==> config.mk <==
export PLATFORM = sky130hd
export DESIGN_NAME = hb_decim_requant_flat
export DESIGN_NICKNAME = d
export VERILOG_FILES = /design/src/rtl/acoustic_pkg.sv /design/src/rtl/hb_decim_requant_if.sv /design/src/rtl/sample_fifo.sv /design/src/rtl/hb_decim_requant.sv /design/src/flat_wrapper.sv
export SDC_FILE = /design/constraint.sdc
export NUM_CORES = 1
export LEC_CHECK = 0
export CAP_MARGIN = 15
export CORE_UTILIZATION = 39
export DETAILED_ROUTE_END_ITERATION = 7
export PLACE_DENSITY = 0.67
export SYNTH_ARGS = -nofsm -noshare
export SYNTH_HDL_FRONTEND = slang
export SYNTH_SLANG_ARGS = --single-unit
==> constraint.sdc <==
create_clock -name clkdiv -period 17.55 [get_ports clkdiv]
set_input_delay 5.265 -clock clkdiv [delete_from_list [all_inputs] [get_ports clkdiv]]
set_output_delay 5.265 -clock clkdiv [all_outputs]
set_load 0.1 [all_outputs]
==> src/rtl/acoustic_pkg.sv <==
// Shared constants and types for the microphone decimation chain.
package acoustic_pkg;

    localparam int SAMPLE_W  = 16;
    localparam int ACC_W     = 48;
    localparam int HB_SHIFT  = 17;
    localparam int HB_WARMUP = 10;

    typedef enum logic {
        ST_WARMUP,
        ST_RUN
    } warm_state_e;

endpackage

==> src/rtl/hb_decim_requant_if.sv <==
// Sample-in / sample-out handshake bundle for the half-band requantiser.
interface hb_decim_requant_if import acoustic_pkg::*; #(
    parameter int IN_W  = ACC_W,
    parameter int OUT_W = SAMPLE_W
);
    logic             in_valid;
    logic [IN_W-1:0]  y_in;
    logic [OUT_W-1:0] out_data;
    logic             out_valid;
    logic             out_ready;

    modport master (output in_valid, y_in, out_ready, input out_data, out_valid);
    modport slave  (input in_valid, y_in, out_ready, output out_data, out_valid);
endinterface

==> src/rtl/sample_fifo.sv <==
// Sample FIFO with a registered head word; push and pop may coincide when full.
module sample_fifo #(
    parameter int W     = 16,
    parameter int DEPTH = 8
) (
    input  logic                   clkdiv,
    input  logic                   rst,
    input  logic                   push,
    input  logic [W-1:0]           din,
    input  logic                   pop,
    output logic [W-1:0]           head,
    output logic                   full,
    output logic                   empty,
    output logic [$clog2(DEPTH):0] level
);
    localparam int AW = $clog2(DEPTH);

    logic [W-1:0]  mem_q [DEPTH];
    logic [W-1:0]  mem_d [DEPTH];
    logic [AW-1:0] wr_ptr_q, wr_ptr_d, rd_ptr_q, rd_ptr_d;
    logic [AW:0]   count_q, count_d;
    logic [W-1:0]  head_q, head_d;
    logic          wr_en, rd_en;

    assign full  = (count_q == (AW+1)'(DEPTH));
    assign empty = (count_q == '0);
    assign head  = head_q;
    assign level = count_q;

    always_comb begin
        rd_en = pop && !empty;
        wr_en = push && (!full || rd_en);
        mem_d = mem_q;
        if (wr_en) mem_d[wr_ptr_q] = din;
        wr_ptr_d = wr_ptr_q + AW'(wr_en);
        rd_ptr_d = rd_ptr_q + AW'(rd_en);
        count_d  = count_q + (AW+1)'(wr_en) - (AW+1)'(rd_en);
        // Head looks through the write so a push into an empty FIFO is visible next cycle.
        head_d   = mem_d[rd_ptr_d];
    end

    always_ff @(posedge clkdiv or posedge rst) begin
        if (rst) begin
            for (int unsigned i = 0; i < DEPTH; i++) mem_q[i] <= '0;
            wr_ptr_q <= '0;
            rd_ptr_q <= '0;
            count_q  <= '0;
            head_q   <= '0;
        end else begin
            mem_q    <= mem_d;
            wr_ptr_q <= wr_ptr_d;
            rd_ptr_q <= rd_ptr_d;
            count_q  <= count_d;
            head_q   <= head_d;
        end
    end
endmodule

==> src/rtl/hb_decim_requant.sv <==
// Half-band output stage: warm-up discard, decimate by 2, round-half-up, saturate, FIFO.
module hb_decim_requant import acoustic_pkg::*; #(
    parameter int IN_W   = ACC_W,
    parameter int OUT_W  = SAMPLE_W,
    parameter int SHIFT  = HB_SHIFT,
    parameter int PHASE  = 0,
    parameter int WARMUP = HB_WARMUP,
    parameter int DEPTH  = 8
) (
    input  logic                   clkdiv,
    input  logic                   rst,
    hb_decim_requant_if.slave      bus,
    input  logic                   clear_stat,
    output logic                   overflow,
    output logic [15:0]            drop_count,
    output logic [15:0]            sat_count,
    output logic [$clog2(DEPTH):0] level
);
    localparam int WCW = $clog2(WARMUP + 2);
    localparam logic [IN_W:0] ROUND_K = (IN_W+1)'(1) << (SHIFT - 1);
    localparam warm_state_e RST_STATE = (WARMUP == 0) ? ST_RUN : ST_WARMUP;

    warm_state_e        state_q, state_d;
    logic [WCW-1:0]     warm_cnt_q, warm_cnt_d;
    logic               phase_q, phase_d;
    logic               s1_valid_q, s1_valid_d;
    logic signed [IN_W:0] s1_val_q, s1_val_d;
    logic               overflow_q, overflow_d;
    logic [15:0]        drop_count_q, drop_count_d;
    logic [15:0]        sat_count_q, sat_count_d;

    logic               keep, in_range, sat_evt, pop, drop;
    logic [IN_W:0]      y_sum;
    logic signed [IN_W:0] y_rnd;
    logic [IN_W:OUT_W-1] hi_bits;
    logic [OUT_W-1:0]   sat_val;
    logic               fifo_full, fifo_empty;
    logic [OUT_W-1:0]   fifo_head;

    always_comb begin
        state_d    = state_q;
        warm_cnt_d = warm_cnt_q;
        phase_d    = phase_q;
        keep       = 1'b0;
        if (bus.in_valid) begin
            case (state_q)
                ST_WARMUP: begin
                    warm_cnt_d = warm_cnt_q + WCW'(1);
                    if (warm_cnt_q == WCW'(WARMUP - 1)) state_d = ST_RUN;
                end
                ST_RUN: begin
                    keep    = (phase_q == 1'(PHASE));
                    phase_d = ~phase_q;
                end
                default: state_d = RST_STATE;
            endcase
        end

        y_sum      = {bus.y_in[IN_W-1], bus.y_in} + ROUND_K;
        y_rnd      = $signed(y_sum) >>> SHIFT;
        s1_valid_d = keep;
        s1_val_d   = keep ? y_rnd : s1_val_q;

        // The shifted value fits OUT_W bits only if all bits above the output sign agree.
        hi_bits  = s1_val_q[IN_W:OUT_W-1];
        in_range = (&hi_bits) || !(|hi_bits);
        if (in_range)         sat_val = s1_val_q[OUT_W-1:0];
        else if (s1_val_q[IN_W]) sat_val = {1'b1, {(OUT_W-1){1'b0}}};
        else                  sat_val = {1'b0, {(OUT_W-1){1'b1}}};
        sat_evt = s1_valid_q && !in_range;

        pop  = bus.out_valid && bus.out_ready;
        drop = s1_valid_q && fifo_full && !pop;

        overflow_d   = drop || (overflow_q && !clear_stat);
        drop_count_d = drop_count_q;
        if (clear_stat)                         drop_count_d = 16'(drop);
        else if (drop && drop_count_q != '1)    drop_count_d = drop_count_q + 16'd1;
        sat_count_d = sat_count_q;
        if (clear_stat)                         sat_count_d = 16'(sat_evt);
        else if (sat_evt && sat_count_q != '1)  sat_count_d = sat_count_q + 16'd1;
    end

    always_ff @(posedge clkdiv or posedge rst) begin
        if (rst) begin
            state_q      <= RST_STATE;
            warm_cnt_q   <= '0;
            phase_q      <= 1'b0;
            s1_valid_q   <= 1'b0;
            s1_val_q     <= '0;
            overflow_q   <= 1'b0;
            drop_count_q <= '0;
            sat_count_q  <= '0;
        end else begin
            state_q      <= state_d;
            warm_cnt_q   <= warm_cnt_d;
            phase_q      <= phase_d;
            s1_valid_q   <= s1_valid_d;
            s1_val_q     <= s1_val_d;
            overflow_q   <= overflow_d;
            drop_count_q <= drop_count_d;
            sat_count_q  <= sat_count_d;
        end
    end

    sample_fifo #(.W(OUT_W), .DEPTH(DEPTH)) u_fifo (
        .clkdiv (clkdiv),
        .rst    (rst),
        .push   (s1_valid_q),
        .din    (sat_val),
        .pop    (pop),
        .head   (fifo_head),
        .full   (fifo_full),
        .empty  (fifo_empty),
        .level  (level)
    );

    assign bus.out_data  = fifo_head;
    assign bus.out_valid = !fifo_empty;
    assign overflow      = overflow_q;
    assign drop_count    = drop_count_q;
    assign sat_count     = sat_count_q;
endmodule
==> src/flat_wrapper.sv <==
// flat-port wrapper written by rule: the top's interface ports become plain ports
module hb_decim_requant_flat import acoustic_pkg::*;
#(
    parameter int IN_W   = ACC_W,
    parameter int OUT_W  = SAMPLE_W,
    parameter int SHIFT  = HB_SHIFT,
    parameter int PHASE  = 0,
    parameter int WARMUP = HB_WARMUP,
    parameter int DEPTH  = 8
)
  (clkdiv, rst, clear_stat, overflow, drop_count, sat_count, level, bus_in_valid, bus_y_in, bus_out_ready, bus_out_data, bus_out_valid);
  hb_decim_requant_if #(.IN_W(IN_W), .OUT_W(OUT_W)) bus_i ();
  input  logic clkdiv;
  input  logic rst;
  input  logic clear_stat;
  output logic overflow;
  output logic [15:0] drop_count;
  output logic [15:0] sat_count;
  output logic [$clog2(DEPTH):0] level;
  input wire logic [$bits(bus_i.in_valid)-1:0] bus_in_valid;
  input wire logic [$bits(bus_i.y_in)-1:0] bus_y_in;
  input wire logic [$bits(bus_i.out_ready)-1:0] bus_out_ready;
  output wire logic [$bits(bus_i.out_data)-1:0] bus_out_data;
  output wire logic [$bits(bus_i.out_valid)-1:0] bus_out_valid;
  assign bus_i.in_valid = bus_in_valid;
  assign bus_i.y_in = bus_y_in;
  assign bus_i.out_ready = bus_out_ready;
  assign bus_out_data = bus_i.out_data;
  assign bus_out_valid = bus_i.out_valid;
  hb_decim_requant #(.IN_W(IN_W), .OUT_W(OUT_W), .SHIFT(SHIFT), .PHASE(PHASE), .WARMUP(WARMUP), .DEPTH(DEPTH)) u_core (.clkdiv(clkdiv), .rst(rst), .bus(bus_i), .clear_stat(clear_stat), .overflow(overflow), .drop_count(drop_count), .sat_count(sat_count), .level(level));
endmodule
==> results.json, run 1 <==
{
  "outcome": "completed",
  "routed_via_density": 5.44,
  "arrival_ns": 9.21,
  "clk_pin_slew_worst_paths_ns": 0.06,
  "cpMaxStageDelayCell": "or2_0",
  "yosys_warnings": 0,
  "initial_core_util_pct": 39.8,
  "power_density_nw_per_um2": 178,
  "synth_edf_count": 0,
  "rsz0062_at_grt": "no",
  "cts_tree": "done",
  "drv_cap": 0,
  "power_frac_seq_pct": 35.9,
  "syn_nets": 1194,
  "power_switching_w": 0.000947,
  "drt-pass1-iter-count": 5,
  "fin_nets": 1248,
  "synth_compound_area_share_pct": 18.0,
  "portBuffers": 90,
  "synth_top_family_by_area": "compound AO/OA/AOI/OAI gates",
  "cts_setup_buffers": 0,
  "grt_util_met3_pct": 2.47,
  "cts_resized": 0,
  "ir_worst_vdd_uv": 84.7,
  "synth_top_area_cell": "dfrtp_1",
  "slowest_delay_ns": 0.85,
  "max_clock_freq_ghz": 0.113,
  "synthMuxAreaShare_pct": 1.57,
  "clockBufferDepth": 3,
  "placement.cell_area_um2": 11900,
  "power.internal_w": 0.00132,
  "fin_crit_ns": 8.82,
  "io_pins": 107,
  "grt_max_degree": 111,
  "critPathCaptureType": "flip-flop",
  "clk_latency_ns": 0.52,
  "globalplace.congestion": 0.783,
  "drtIter0Drc": 743,
  "gr-total-overflow": 0,
  "setup_slack_ns": 8.73,
  "start_kind": "input port",
  "drc_errors": 0,
  "path_class": "input port to flip-flop",
  "synth.area.top_cells": "dfrtp_1 (53%), a21oi_1 (5.4%), nor2_1 (4.8%)",
  "final.fill_count": 2465,
  "grt_pass1_wl_um": 42700,
  "leakage_nw": 5.09,
  "seq_area_frac_synth_pct": 52.6,
  "netlist.area_leader.share_pct": 52.6,
  "ff2ff_setup_slack_ns": 13.16,
  "fin_hold_ws_ns": 0.470,
  "required_ns": 17.94,
  "finClkSkew_ns": 0.0115,
  "slew_headroom_pct": 25.4,
  "wirelength_um": 26000,
  "yosysUniqueCellTypes": 56,
  "clock_sinks": 226,
  "hpwlAfterDp_um": 16400,
  "async_flop_share_pct": 100,
  "critPathBufInv": 2,
  "rows": 60,
  "root_buffer": "clkbuf_16",
  "power_w": 0.00227,
  "placeableCoreArea_um2": 27000,
  "finalInstanceArea_um2": 12800,
  "cts-htree-levels": 1,
  "setup_tns_ns": 0,
  "finalHoldViolations": 0,
  "synthCells": 1125,
  "dieWidth_um": 168,
  "synthAdderAreaFrac_pct": 1.93,
  "critPathMostFrequentCell": "ha_1",
  "grtUsageMet1_pct": 26.0,
  "track_usage_pct": 18.7,
  "area_delta_synth_final_pct": 18.6,
  "worstPathCellList": "clkdlybuf4s50_1, and2_1, ha_1, ha_1, xnor2_1, inv_1, nand2_1, or2_0, o22ai_1, or2_2, a221oi_1",
  "p_comb_share_pct": 41.2,
  "drtAntennaViolNets": 0,
  "grt_pass1_vias": 8094,
  "synth_area_um2": 10800,
  "wl_per_cell_um": 16.9,
  "post_route_cells_drive_above_1_share_pct": 8.19,
  "synthTopCellsByCount": "dfrtp_1 (226), nor2_1 (138), a21oi_1 (117)",
  "switching_share_pct": 41.8,
  "period_share_pct": 50.3,
  "synth-seq-cells": 226,
  "p_clk_share_pct": 23.0,
  "die_area_um2": 28300,
  "antenna_found_initial": 0,
  "min_path_type": "flip-flop to flip-flop",
  "cp_top_family": "simple AND/OR/NAND/NOR gates",
  "setup_violations": 0,
  "cts_made_buffers": 25,
  "postCtsHoldBufs": 0,
  "worstMarginPinSlew_ns": 1.12,
  "synth-simple-area-share_pct": 16.3,
  "use_met2_pct": 30.9,
  "cp_max_fo": 23,
  "drv_slew": 0,
  "avgSynthCellArea_um2": 9.56,
  "synth_top_flop_cell": "dfrtp_1",
  "die_h_um": 168,
  "dr_total_vias": 8354,
  "antenna_cells": 0,
  "pre_cts_ws_ns": 8.26,
  "synth_most_common_cell": "dfrtp_1",
  "top_usage_layer": "met2",
  "synthXorXnorAreaFrac_pct": 5.05
}
## logic make-up after synthesis
group                    count (synthesis)
XOR/XNOR                                62
AND/OR/NAND/NOR                        374
multiplexers                            13
flip-flops                             226
adder cells (fa/ha/maj)                 16
AO/OA/AOI/OAI                          319
buffers and inverters                  115
## layer usage
layer	vias up	wire [µm]
met3	31	1120
met2	184	12500
li1	4060	-
met5	-	0
met4	0	426
met1	4079	11900
## final cells by class
class	count	area (µm²)	area share [%]
multi-input combinational	784	4680	36.7
sequential	226	5660	44.3
clock inverter	5	56.3	0.441
timing repair buffer	108	1040	8.12
clock buffer	39	768	6.02
tap	341	427	3.34
inverter	34	135	1.06
## state kept, by name, indices dropped and copies added, names as in the netlist
signal and flops:
u_core.sat_count 16, u_core.u_fifo.rd_ptr_q 3, u_core.state_q 1, u_core.overflow 1
u_core.warm_cnt_q 4, u_core.drop_count 16, u_core.u_fifo.mem_q 128, u_core.u_fifo.wr_ptr_q 3
u_core.u_fifo.head 16, u_core.phase_q 1, u_core.s1_val_q 32, u_core.s1_valid_q 1
u_core.u_fifo.level 4
## worst register-to-register path, stage by stage (launching register included)
cell and delay (ns):
dfrtp_1 0.37, inv_1 0.11, ha_1 0.21, nand2_1 0.08, and2_1 0.18, ha_1 0.20, ha_1 0.21, xnor2_1 0.47
inv_1 0.56, nand2_1 0.20, or2_0 0.85, o22ai_1 0.20, or2_2 0.33, a221oi_1 0.29
## worst paths after layout
path	from	endpoint	depth (start not counted)
max in group asynchronous	rst	u_core.s1_val_q[31]$_DFFE_PP0P_	3
min in group asynchronous	rst	u_core.sat_count[9]$_DFFE_PP0P_	2
setup / recovery	bus_out_ready	u_core.u_fifo.head[4]$_DFF_PP0_	11
setup reg to reg	u_core.u_fifo.level[2]$_DFF_PP0_	u_core.u_fifo.head[4]$_DFF_PP0_	13
hold reg to reg	u_core.phase_q$_DFFE_PP0P_	u_core.phase_q$_DFFE_PP0P_	2
hold / removal	u_core.phase_q$_DFFE_PP0P_	u_core.phase_q$_DFFE_PP0P_	2
## power by group through the flow
stage	clock network (W)	registers, W	logic, W
3_3_place_gp	0	0.000813	0.000912
4_1_cts	0.000532	0.000813	0.000936
2_1_floorplan	0	0.000939	0.000565
6_report	0.000521	0.000813	0.000933
5_1_grt	0.000554	0.000836	0.00102
3_5_place_dp	0	0.000820	0.000931
## cell usage in the layout, fill, tap and decap left out, drive strengths merged, types with 29 or more instances in the layout
cell type,netlist,final
dfrtp,226,226
nor2,138,138
a21oi,122,122
nand2,95,95
clkdlybuf4s50,0,90
o21ai,84,84
xnor2,39,39
a211oi,39,39
clkbuf,45,39
inv,34,35
o22ai,29,29
## stage by stage
| stage | instances | util [%] |
|---|---|---|
| floorplan | 1125 | - |
| CTS | 1536 | 47.2 |
| global placement | 1492 | 44.1 |
| global route | 1537 | 47.2 |
| detailed placement | 1492 | 44.1 |
| finish | 1537 | 47.2 |
(Power assumes the default switching activity.)
==> run 2: changes to the inputs <==
Clock period 17.55 ns to 8.4 ns, I/O delays scaled along.
==> results.json, run 2 (synthesis gave the netlist of run 1 again) <==
{
  "cts_resized": 0,
  "portBuffers": 90,
  "antenna_found_initial": 0,
  "drc_errors": 0,
  "setup_tns_ns": 0,
  "drv_slew": 0,
  "track_usage_pct": 18.5,
  "top_register": "u_core.u_fifo.mem_q",
  "antenna_cells": 0,
  "clk_pin_slew_worst_paths_ns": 0.06,
  "routed_via_density": 5.47,
  "critPathBufInv": 2,
  "setup_violations": 0,
  "cts-htree-levels": 1,
  "final_cell_mix": "dfrtp_1 (226), nor2_1 (137), a21oi_1 (117), nand2_1 (95), clkdlybuf4s50_1 (90)",
  "pre_cts_ws_ns": 1.93,
  "cts_made_buffers": 26,
  "slew_headroom_pct": 24.6,
  "power_w": 0.00484,
  "power_density_nw_per_um2": 376,
  "start_kind": "input port",
  "die_area_um2": 28300,
  "final_util_pct": 47.6,
  "grt_pass1_vias": 8205,
  "top_regs": "u_core.u_fifo.mem_q x128, u_core.s1_val_q x32",
  "critPathCaptureType": "flip-flop",
  "fin_nets": 1249,
  "cp_top_family": "simple AND/OR/NAND/NOR gates",
  "cp_max_fo": 23,
  "placement.cell_area_um2": 11900,
  "rsz0062_at_grt": "no",
  "worstPathCellList": "clkdlybuf4s50_1, and2_1, ha_1, ha_1, xnor2_1, inv_1, nand2_1, or2_0, o22ai_1, or2_2, a221oi_1",
  "dieWidth_um": 168,
  "finClkSkew_ns": 0.00834,
  "slowest_delay_ns": 0.87,
  "postCtsHoldBufs": 0,
  "initial_core_util_pct": 39.8,
  "grt_max_degree": 135,
  "largest_reg_flops": 128,
  "finalInstanceArea_um2": 12900,
  "cpMaxStageDelayCell": "or2_0",
  "clock_sinks": 226,
  "cts_setup_buffers": 0,
  "leakage_nw": 5.14,
  "finalHoldViolations": 0,
  "drtIter0Drc": 692,
  "setup_slack_ns": 2.36,
  "gr-total-overflow": 0,
  "wirelength_um": 25600,
  "final_common_cell": "dfrtp_1",
  "io_pins": 107,
  "outcome": "completed",
  "clockBufferDepth": 3,
  "drt-pass1-iter-count": 5,
  "root_buffer": "clkbuf_16",
  "die_h_um": 168,
  "globalplace.congestion": 0.782,
  "fin_crit_ns": 6.04,
  "placeableCoreArea_um2": 27000,
  "path_class": "input port to flip-flop",
  "dr_total_vias": 8413,
  "grt_pass1_wl_um": 42600,
  "min_path_type": "flip-flop to flip-flop",
  "period_share_pct": 72.0,
  "wl_per_cell_um": 16.6,
  "ir_worst_vdd_uv": 214,
  "required_ns": 8.79,
  "area_delta_synth_final_pct": 19.6,
  "rows": 60,
  "post_route_cells_drive_above_1_share_pct": 8.43,
  "critPathMostFrequentCell": "ha_1",
  "worstMarginPinSlew_ns": 1.13,
  "clk_latency_ns": 0.53,
  "drtAntennaViolNets": 0,
  "cts_tree": "done",
  "hpwlAfterDp_um": 16300,
  "drv_cap": 0,
  "arrival_ns": 6.44,
  "max_clock_freq_ghz": 0.165
}
-- run 2: cell types whose count changed in the layout (fill, tap and decap cells not counted), sizes merged --
cell / before / now
inv: 35 / 33
bufinv: 1 / 4
clkbuf: 39 / 37
clkinv: 2 / 5
-- run 2: stage by stage --
step	hold WS, ns	cells
floorplan	0.436	1125
global placement	0.453	1492
detailed placement	0.460	1492
CTS	0.473	1538
global route	0.485	1539
finish	0.466	1539
-- run 2: path summary, 6_finish.rpt --
kind / startpoint / endpoint / slack [ns] / cells after the start
worst max-delay path: bus_out_ready / u_core.u_fifo.head[4]$_DFF_PP0_ / 2.36 / 11
worst min-delay path: u_core.phase_q$_DFFE_PP0P_ / u_core.phase_q$_DFFE_PP0P_ / 0.47 / 2
worst max register to register: u_core.u_fifo.level[2]$_DFF_PP0_ / u_core.u_fifo.head[4]$_DFF_PP0_ / 4.08 / 13
worst min register to register: u_core.phase_q$_DFFE_PP0P_ / u_core.phase_q$_DFFE_PP0P_ / 0.47 / 2
max in group asynchronous: rst / u_core.u_fifo.mem_q[49]$_DFF_PP0_ / 4.74 / 3
min in group asynchronous: rst / u_core.drop_count[14]$_DFFE_PP0P_ / 2.38 / 2
-- run 2: tightest hold or removal path, cell delays in order, from the launching register on --
cell and delay, ns:
dfrtp_1 0.33, nand2_1 0.05, nand2_1 0.06
-- run 2: cell type report --
cell class                      instances  area, µm²
Clock buffer                           37        773
Clock inverter                          9        149
Fill cell                            2495      14200
Inverter                               34        131
Multi-Input combinational cell        784       4680
Sequential cell                       226       5660
Tap cell                              341        427
Timing Repair Buffer                  108       1050
-- run 2: routing by layer --
| metal | wire (µm) | up-vias | GRT usage [%] | part of all wire, % |
|---|---|---|---|---|
| met5 | 0 | - | 0 | 0 |
| met4 | 703 | 0 | 6.25 | 2.7 |
| met3 | 1090 | 47 | 2.49 | 4.2 |
| met2 | 12100 | 187 | 31.1 | 47 |
| met1 | 11700 | 4113 | 24.8 | 46 |
| li1 | - | 4066 | - | - |
-- run 2: power by group --
part           leakage [nW]  switching, W  internal, W
sequential             2.50      0.000221      0.00148
clock                 0.457      0.000440     0.000759
combinational          2.19       0.00132     0.000617
==> run 3: changes to the inputs <==
Settings changed: PLACE_DENSITY 0.67 to 0.69.
Clock period 8.4 ns to 5.2 ns, I/O delays scaled along.
==> results.json, run 3 (synthesis gave the netlist of run 1 again) <==
{
  "start_kind": "input port",
  "clk_latency_ns": 0.54,
  "drc_errors": 0,
  "final_cell_mix": "dfrtp_1 (226), nor2_1 (138), a21oi_1 (117), nand2_1 (95), clkdlybuf4s50_1 (90)",
  "required_ns": 5.61,
  "track_usage_pct": 18.7,
  "setup_violations": 0,
  "period_share_pct": 79.0,
  "cts_setup_buffers": 0,
  "grt_max_degree": 66,
  "clock_sinks": 226,
  "cts_tree": "done",
  "clockBufferDepth": 3,
  "die_h_um": 168,
  "fin_nets": 1263,
  "dieWidth_um": 168,
  "area_delta_synth_final_pct": 20.2,
  "instances_no_fill": 1555,
  "drv_slew": 0,
  "pre_cts_ws_ns": 0.620,
  "max_clock_freq_ghz": 0.243,
  "fin_crit_ns": 4.11,
  "critPathMostFrequentCell": "ha_1",
  "slew_headroom_pct": 30.3,
  "hold-path-cell-count": 2,
  "grt_pass1_wl_um": 43000,
  "wl_per_cell_um": 16.6,
  "postCtsHoldBufs": 0,
  "final_common_cell": "dfrtp_1",
  "drv_cap": 0,
  "power_w": 0.00779,
  "setup_tns_ns": 0,
  "finClkSkew_ns": 0.0257,
  "cp_top_family": "simple AND/OR/NAND/NOR gates",
  "cp_max_fo": 14,
  "cp_num_cells": 11,
  "drt-pass1-iter-count": 4,
  "drtAntennaViolNets": 0,
  "setup_slack_ns": 1.09,
  "antenna_cells": 0,
  "multi_input_comb_area_um2": 4680,
  "arrival_ns": 4.52,
  "post_route_cells_drive_above_1_share_pct": 9.47,
  "placeableCoreArea_um2": 27000,
  "worstMarginPinSlew_ns": 1.05,
  "critPathBufInv": 3,
  "wirelength_um": 25800,
  "io_pins": 107,
  "regArea_um2": 5660,
  "portBuffers": 90,
  "grtUsageMet1_pct": 25.4,
  "rows": 60,
  "rsz0062_at_grt": "no",
  "final.fill_count": 2522,
  "die_area_um2": 28300,
  "initial_core_util_pct": 39.8,
  "largest_reg_flops": 128,
  "cts_made_buffers": 26,
  "r2r_cells": 13,
  "top_usage_layer": "met2",
  "outcome": "completed",
  "leakage_nw": 5.18,
  "clk_pin_slew_worst_paths_ns": 0.06,
  "cpMaxStageDelayCell": "nand3_1",
  "top_regs": "u_core.u_fifo.mem_q x128, u_core.s1_val_q x32",
  "cts-htree-levels": 1,
  "routed_via_density": 5.45,
  "dr_total_vias": 8474,
  "use_met2_pct": 31.3,
  "grt_util_met3_pct": 2.96,
  "grt_pass1_vias": 8104,
  "finalHoldViolations": 0,
  "hpwlAfterDp_um": 16900,
  "globalplace.congestion": 0.784,
  "antenna_found_initial": 0,
  "min_path_type": "flip-flop to flip-flop",
  "root_buffer": "clkbuf_16",
  "ir_worst_vdd_uv": 352,
  "top_register": "u_core.u_fifo.mem_q",
  "critPathCaptureType": "flip-flop",
  "cts_resized": 0,
  "slowest_delay_ns": 0.60,
  "power_density_nw_per_um2": 603,
  "gr-total-overflow": 0,
  "dp.cells": 1506,
  "path_class": "input port to flip-flop",
  "worstPathCellList": "clkdlybuf4s50_1, and2_1, ha_1, ha_1, xnor2_1, buf_4, inv_1, nand3_1, o22ai_1, or2_2, a221oi_1",
  "drtIter0Drc": 697
}
run 3: changes by cell type in the layout (fill, tap and decap cells not counted), sizes merged:
cell,delta
inv,+1
clkinv,+4
clkinvlp,+1
buf,+13
bufinv,-2
clkbuf,-1
run 3: final cells by class:
cell class                      count  share of cell area [%]
Timing Repair Buffer              122                    9.09
Clock inverter                     13                    1.08
Sequential cell                   226                    43.7
Inverter                           34                    1.02
Tap cell                          341                    3.30
Multi-Input combinational cell    784                    36.2
Clock buffer                       35                    5.60
run 3: power breakdown:
part | switching [W] | internal [W]
logic | 0.00217 | 0.00106
clock network | 0.000729 | 0.00108
registers | 0.000350 | 0.00239
total | 0.00325 | 0.00454
run 3: worst register-to-register path, cell delays in order (launching register included):
cell and delay (ns):
dfrtp_1 0.38, inv_1 0.11, ha_1 0.20, nand2_1 0.07, and2_1 0.18, ha_1 0.19
ha_1 0.19, xnor2_1 0.19, buf_4 0.18, inv_1 0.21, nand3_1 0.60, o22ai_1 0.18
or2_2 0.34, a221oi_1 0.26
run 3: routing by layer:
| layer | routed length [µm] | vias up |
|---|---|---|
| met5 | 0 | - |
| met4 | 489 | 0 |
| met3 | 1230 | 30 |
| met2 | 12500 | 192 |
| met1 | 11600 | 4168 |
| li1 | - | 4084 |
run 3: per-stage QoR:
| step | hold slack, ns | instance area, µm² | utilization, % |
|---|---|---|---|
| final | 0.470 | 12900 | 47.9 |
| after global routing | 0.496 | 12900 | 47.9 |
| after CTS | 0.475 | 12900 | 47.8 |
| after detailed placement | 0.460 | 12100 | 44.6 |
| after global placement | 0.453 | 12100 | 44.6 |
| after floorplan | 0.436 | 10800 | - |
run 3: worst paths after layout:
kind / end / start / slack [ns]
min: u_core.phase_q$_DFFE_PP0P_ / u_core.phase_q$_DFFE_PP0P_ / 0.47
min in group asynchronous: u_core.s1_val_q[20]$_DFFE_PP0P_ / rst / 1.51
max: u_core.u_fifo.head[4]$_DFF_PP0_ / bus_out_ready / 1.09
max in group asynchronous: u_core.u_fifo.mem_q[116]$_DFF_PP0_ / rst / 2.92
min reg2reg: u_core.phase_q$_DFFE_PP0P_ / u_core.phase_q$_DFFE_PP0P_ / 0.47
max reg2reg: u_core.u_fifo.head[4]$_DFF_PP0_ / u_core.u_fifo.level[2]$_DFF_PP0_ / 1.84
